===== src/rtl/ltc_lvds_serializer_if.sv =====
// Sample stream into the LTC LVDS serializer: valid/ready handshake carrying one W-bit word.
interface ltc_lvds_serializer_if #(
    parameter int W = 16
);
    logic [W-1:0] s_data;
    logic         s_valid;
    logic         s_ready;

    modport master (
        output s_data,
        output s_valid,
        input  s_ready
    );

    modport slave (
        input  s_data,
        input  s_valid,
        output s_ready
    );
endinterface


===== src/rtl/ltc_lvds_serializer.sv =====
// Two-lane LTC-style ADC LVDS emulator: lanes A/B, frame clock and DCO at one slot per sys_clk.
// Define SER_TESTPAT_EN to compile in the tp_en/tp_word test-pattern override.

// One output lane: a SLOTS-deep shift register that emits its MSB every slot.
module ltc_lvds_lane #(
    parameter int SLOTS = 8
) (
    input  logic             sys_clk,
    input  logic             reset,
    input  logic             load,
    input  logic [SLOTS-1:0] load_bits,
    output logic             dout
);
    logic [SLOTS-1:0] sh_q;

    // Non-load cycles shift in 0, which also produces the 0 slot of a bitslip stretch.
    always_ff @(posedge sys_clk or posedge reset) begin
        if (reset)     sh_q <= '0;
        else if (load) sh_q <= load_bits;
        else           sh_q <= {sh_q[SLOTS-2:0], 1'b0};
    end

    assign dout = sh_q[SLOTS-1];
endmodule

module ltc_lvds_serializer #(
    parameter int           W         = 16,
    parameter logic [W-1:0] IDLE_WORD = '0
) (
    input  logic                 sys_clk,
    input  logic                 reset,
    ltc_lvds_serializer_if.slave s_if,
    input  logic                 bitslip,
    input  logic                 tp_en,
    input  logic [W-1:0]         tp_word,
    output logic                 out_a,
    output logic                 out_b,
    output logic                 frame,
    output logic                 dco,
    output logic [15:0]          underrun_cnt
);
    localparam int NUM_LANES = 2;
    localparam int SLOTS     = W / NUM_LANES;
    localparam int SW        = (SLOTS > 1) ? $clog2(SLOTS) : 1;

    typedef logic [SW-1:0] slot_t;
    localparam slot_t LAST = slot_t'(SLOTS - 1);

    slot_t          fs_q, fs_nxt, ds_q;
    logic           fs_wrap, ds_at_end;
    logic           slip_pend_q, slip_stretch, load_now;
    logic [W-1:0]   hold_q, load_word;
    logic           hold_full_q, hold_pop, accept, tp_sel;
    logic           frame_q, dco_q;
    logic [15:0]    under_q;
    logic [NUM_LANES-1:0] lane_out;

    // ---------------- slot counters ----------------
    assign fs_wrap      = (fs_q == LAST);
    assign fs_nxt       = fs_wrap ? '0 : fs_q + slot_t'(1);
    assign ds_at_end    = (ds_q == LAST);
    // A pending bitslip holds ds at its last slot for one extra cycle before wrapping.
    assign slip_stretch = ds_at_end && slip_pend_q;
    assign load_now     = ds_at_end && !slip_pend_q;

    always_ff @(posedge sys_clk or posedge reset) begin
        if (reset) begin
            fs_q    <= LAST;
            frame_q <= 1'b0;
            dco_q   <= 1'b0;
        end else begin
            fs_q  <= fs_nxt;
            dco_q <= fs_nxt[0];
            if (fs_wrap) frame_q <= ~frame_q;
        end
    end

    always_ff @(posedge sys_clk or posedge reset) begin
        if (reset)             ds_q <= LAST;
        else if (slip_stretch) ds_q <= LAST;
        else if (ds_at_end)    ds_q <= '0;
        else                   ds_q <= ds_q + slot_t'(1);
    end

    // Pulses arriving while a slip is already pending are dropped.
    always_ff @(posedge sys_clk or posedge reset) begin
        if (reset)             slip_pend_q <= 1'b0;
        else if (slip_stretch) slip_pend_q <= 1'b0;
        else if (bitslip)      slip_pend_q <= 1'b1;
    end

    // ---------------- word source selection ----------------
`ifdef SER_TESTPAT_EN
    assign tp_sel = tp_en;

    always_comb begin
        load_word = IDLE_WORD;
        if (tp_sel)           load_word = tp_word;
        else if (hold_full_q) load_word = hold_q;
    end
`else
    logic unused_tp;
    assign unused_tp = ^{tp_en, tp_word};
    assign tp_sel    = 1'b0;

    always_comb begin
        load_word = IDLE_WORD;
        if (hold_full_q) load_word = hold_q;
    end
`endif

    // Holding register drains only when the stream word is actually taken by the shifter.
    assign hold_pop      = load_now && hold_full_q && !tp_sel;
    assign s_if.s_ready  = !hold_full_q || hold_pop;
    assign accept        = s_if.s_valid && s_if.s_ready;

    always_ff @(posedge sys_clk or posedge reset) begin
        if (reset) begin
            hold_q      <= '0;
            hold_full_q <= 1'b0;
        end else if (accept) begin
            hold_q      <= s_if.s_data;
            hold_full_q <= 1'b1;
        end else if (hold_pop) begin
            hold_full_q <= 1'b0;
        end
    end

    always_ff @(posedge sys_clk or posedge reset) begin
        if (reset)
            under_q <= '0;
        else if (load_now && !tp_sel && !hold_full_q && (under_q != 16'hFFFF))
            under_q <= under_q + 16'd1;
    end

    // ---------------- lanes ----------------
    // Lane l carries word bits W-1-l, W-1-l-2, ...; its first slot sits in the lane MSB.
    for (genvar l = 0; l < NUM_LANES; l++) begin : g_lane
        logic [SLOTS-1:0] bits;
        for (genvar j = 0; j < SLOTS; j++) begin : g_slot
            assign bits[SLOTS-1-j] = load_word[W-1-l-NUM_LANES*j];
        end
        ltc_lvds_lane #(.SLOTS(SLOTS)) u_lane (
            .sys_clk   (sys_clk),
            .reset     (reset),
            .load      (load_now),
            .load_bits (bits),
            .dout      (lane_out[l])
        );
    end

    assign out_a        = lane_out[0];
    assign out_b        = lane_out[1];
    assign frame        = frame_q;
    assign dco          = dco_q;
    assign underrun_cnt = under_q;
endmodule


===== src/flat_wrapper.sv =====
// flat-port wrapper written by rule: the top's interface ports become plain ports
module ltc_lvds_serializer_flat 
#(
    parameter int           W         = 16,
    parameter logic [W-1:0] IDLE_WORD = '0
)
  (sys_clk, reset, bitslip, tp_en, tp_word, out_a, out_b, frame, dco, underrun_cnt, s_if_s_data, s_if_s_valid, s_if_s_ready);
  ltc_lvds_serializer_if #(.W(W)) s_if_i ();
  input  logic sys_clk;
  input  logic reset;
  input  logic bitslip;
  input  logic tp_en;
  input  logic [W-1:0] tp_word;
  output logic out_a;
  output logic out_b;
  output logic frame;
  output logic dco;
  output logic [15:0] underrun_cnt;
  input wire logic [$bits(s_if_i.s_data)-1:0] s_if_s_data;
  input wire logic [$bits(s_if_i.s_valid)-1:0] s_if_s_valid;
  output wire logic [$bits(s_if_i.s_ready)-1:0] s_if_s_ready;
  assign s_if_i.s_data = s_if_s_data;
  assign s_if_i.s_valid = s_if_s_valid;
  assign s_if_s_ready = s_if_i.s_ready;
  ltc_lvds_serializer #(.W(W), .IDLE_WORD(IDLE_WORD)) u_core (.sys_clk(sys_clk), .reset(reset), .s_if(s_if_i), .bitslip(bitslip), .tp_en(tp_en), .tp_word(tp_word), .out_a(out_a), .out_b(out_b), .frame(frame), .dco(dco), .underrun_cnt(underrun_cnt));
endmodule

===== config.mk =====
export PLATFORM = sky130hd
export DESIGN_NAME = ltc_lvds_serializer_flat
export DESIGN_NICKNAME = d
export VERILOG_FILES = /design/src/rtl/ltc_lvds_serializer_if.sv /design/src/rtl/ltc_lvds_serializer.sv /design/src/flat_wrapper.sv
export SDC_FILE = /design/constraint.sdc
export NUM_CORES = 1
export LEC_CHECK = 0
export CAP_MARGIN = 20
export CORE_MARGIN = 4
export CORE_UTILIZATION = 44
export DETAILED_ROUTE_END_ITERATION = 6
export PLACE_DENSITY = 0.83
export SLEW_MARGIN = 15
export SYNTH_ARGS = -nofsm -noshare
export SYNTH_HDL_FRONTEND = slang
export SYNTH_SLANG_ARGS = --single-unit

===== constraint.sdc =====
create_clock -name sys_clk -period 2.3 [get_ports sys_clk]
set_clock_uncertainty 0.05 [all_clocks]
set_input_delay 0.46 -clock sys_clk [delete_from_list [all_inputs] [get_ports sys_clk]]
set_output_delay 0.46 -clock sys_clk [all_outputs]
set_load 0.01 [all_outputs]

==> reports/metrics.cfg <==
[cts]
ctsHtreeMaxLevel = 3
cts-root-buf = clkbuf_8
hold_buffers = 0
cts_tree = yes
cts_max_path_buffers = 2
clock_latency_ns = 0.33
numCtsBuffers = 9
clkTransAtPathRegs_ns = 0.06
clock_sinks = 58

[timing]
fin_crit_sh = 0.963
tns_ns = 0
slew_viol_final = 0
hold_violations = 0
max_freq_mhz = 451
min_period_ns = 2.22
setup_violations = 0
whs_ns = 0.405
max-slew-margin-rel = 0.650
rsz0062_at_grt = no
tightest_slew_ns = 0.524

[route]
drt_wl_total_um = 4690
wl_per_cell_um = 14.1
via_per_inst = 5.13
drc = 0
initialDrtViolationCount = 70
vias = 1703
dr.pass1.iters = 6
final_antenna_net_count = 0

[global_routing]
track_usage = 0.156
use_met3 = 0.0629
antenna_found_initial = 0
use_met2 = 0.261
grt.overflow.total = 0
grt.busiest_layer = met2
grt_pass1_wl_um = 7790
gr-usage-met1 = 0.177
grt_start_max_net_pins = 30
grt_pass1_vias = 1760

[yosys]
synthDistinctLibCells = 31
synth_simple_gate_area_share = 0.163
synth.area.top_cells = dfrtp_1, mux2_2, dfstp_2, nand2_1, o21ai_0
synthAdderAreaFrac = 0.0255
synth.yosys.seq_area_share = 0.594
synth_xor_area_frac = 0.0392
synth_edf_count = 0
synth_top_family_by_area = simple AND/OR/NAND/NOR gates
synthMuxAreaShare = 0.0958
syn_inst = 209
synth-seq-cells = 58
synth.largest_area_cell = dfrtp_1
ys_warn_count = 0
syn-num-nets = 251
synth_compound_area_frac = 0.0540
yosysTopAreaCellShare = 0.530
async_flop_share = 1.00
syn_area_mm2 = 0.00246
synth.most_common_cell = dfrtp_1
syn_avg_cell_area_um2 = 11.8
synth_ff_type = dfrtp_1
synth_commonest_cells = dfrtp_1, nand2_1, mux2_2

[power_and_ir_drop]
comb_power_share = 0.195
power.net_switching_uw = 740
ir_drop_uv = 365
power_leakage_uw = 0.00140
finalPower_uw = 2840
pwr_density_cell_mw_per_mm2 = 902
pwr-share-seq = 0.497
clockPowerShare = 0.308
intPower_uw = 2100
switching_share = 0.260

[critical_path]
cp_num_buf_inv = 0
cp-startpoint = u_core.ds_q[0]$_DFF_PP1_
r2r_slack_ns = 0.08
crit_type = register to register
crit_path_end_kind = register
critPathRequiredTime_ns = 2.46
crit_fanout = 6
cp.arrival_ns = 2.37
cp-start-kind = register
cp_slowest_cell = dfstp_2
slowest_delay_ns = 0.53
path_delay_family = simple AND/OR/NAND/NOR gates
worstReg2RegStart = u_core.ds_q[0]$_DFF_PP1_
crit_chain = ha_2 -> ha_4 -> or3b_4 -> or2_4 -> nor3_2 -> mux2_1

[die]
die_y_um = 82.7
fp.dieArea_mm2 = 0.00684
die_w_um = 82.7
start_util = 0.466
rows = 26
io_pins = 58
coreArea_mm2 = 0.00527

[placed_design]
hpwl_um = 3280
port_buffers = 40
gp_congestion = 0.793
place_area_mm2 = 0.00295

[layout]
fin_area_mm2 = 0.00315
syn_to_final_growth_pct = 28.2
antenna_cells = 0
layout-drive-gt1-share = 0.206
final_core_util = 0.598
nets = 299

[worst_hold_path]
hold_class = register to register
min-delay-start = u_core.g_lane[0].u_lane.sh_q[0]$_DFF_PP0_

[job]
cap_violations = 0

[outcome]
status = finished clean

[flip-flops by register name, summed over array words and instances, names as in the netlist]
name	flops
u_core.ds_q	3
u_core.dco	1
u_core.slip_pend_q	1
u_core.frame	1
u_core.hold_q	16
u_core.underrun_cnt	16
u_core.hold_full_q	1
u_core.g_lane.u_lane.sh_q	16
u_core.fs_q	3
[path summary, 6_finish.rpt]
| kind | end | depth (start not counted) |
|---|---|---|
| worst max-delay path | u_core.underrun_cnt[14]$_DFFE_PP0P_ | 6 |
| worst min-delay path | u_core.g_lane[0].u_lane.sh_q[1]$_DFF_PP0_ | 2 |
| worst max register to register | u_core.underrun_cnt[14]$_DFFE_PP0P_ | 6 |
| worst min register to register | u_core.g_lane[0].u_lane.sh_q[1]$_DFF_PP0_ | 2 |
| max in group asynchronous | u_core.hold_q[3]$_DFFE_PP0P_ | 3 |
| min in group asynchronous | u_core.g_lane[0].u_lane.sh_q[6]$_DFF_PP0_ | 2 |
[power groups by stage]
stage | clock network [uW] | logic (uW) | registers (uW)
3_3_place_gp | 0 | 514 | 1410
2_1_floorplan | 0 | 376 | 1400
5_1_grt | 953 | 641 | 1440
4_1_cts | 902 | 550 | 1410
3_5_place_dp | 0 | 545 | 1430
6_report | 876 | 554 | 1410
[cells by family (layout without fill, tap and decap cells)]
kind of cell	after synthesis	in the layout
and+or+nand+nor	76	76
DFF	58	58
AOI/OAI and AO/OA	24	24
muxes	21	21
buffers and inverters	14	67
xor gates and xnor gates	11	11
adders and majority gates	5	5
[timing repair]
item,CTS,global route
cloned,0,0
endpoints found under the setup margin,1,5
gates resized for setup,2,2
setup buffers,0,0
[worst register-to-register path: cells and delay by family (launching register included)]
kind                       cells  cell delay, ns
muxes                          1            0.34
adders and majority gates      2            0.36
DFF                            1            0.53
and+or+nand+nor                3            0.82
[stage by stage]
| step | setup slack, ns | cells |
|---|---|---|
| global placement | 0.0777 | 316 |
| detailed placement | 0.0426 | 316 |
| global route | 0.0179 | 332 |
| finish | 0.0840 | 332 |
| floorplan | 0.142 | 209 |
| CTS | 0.0437 | 332 |
[cell usage in the layout, fill, tap and decap left out, types with 4 or more instances in the layout]
master           instances
a21oi_1                  5
dfrtp_1                 52
nand3_1                  8
nand4_1                  5
dfstp_2                  6
mux2_2                  18
and3_1                   5
nor2_1                   6
nand2_1                 38
xnor2_1                  8
clkbuf_8                 9
buf_4                    5
o21ai_0                 16
clkdlybuf4s50_1         39
inv_1                    4
[layout make-up]
cell class	count	area, um2
inverters	5	18.8
fillers	456	2120
repair buffers	46	457
well taps	70	87.6
multi-input cells	137	941
clock inverters	5	55.1
clock buffers	11	131
flip-flops and latches	58	1460
[per-layer routing]
metal	vias to the layer above	part of all wire	wire [um]
met1	837	0.43	2020
met5	-	0	0
met4	0	0.015	70
li1	810	-	-
met3	7	0.060	282
met2	49	0.49	2310
Note: power is estimated with default switching activity, not from simulation.
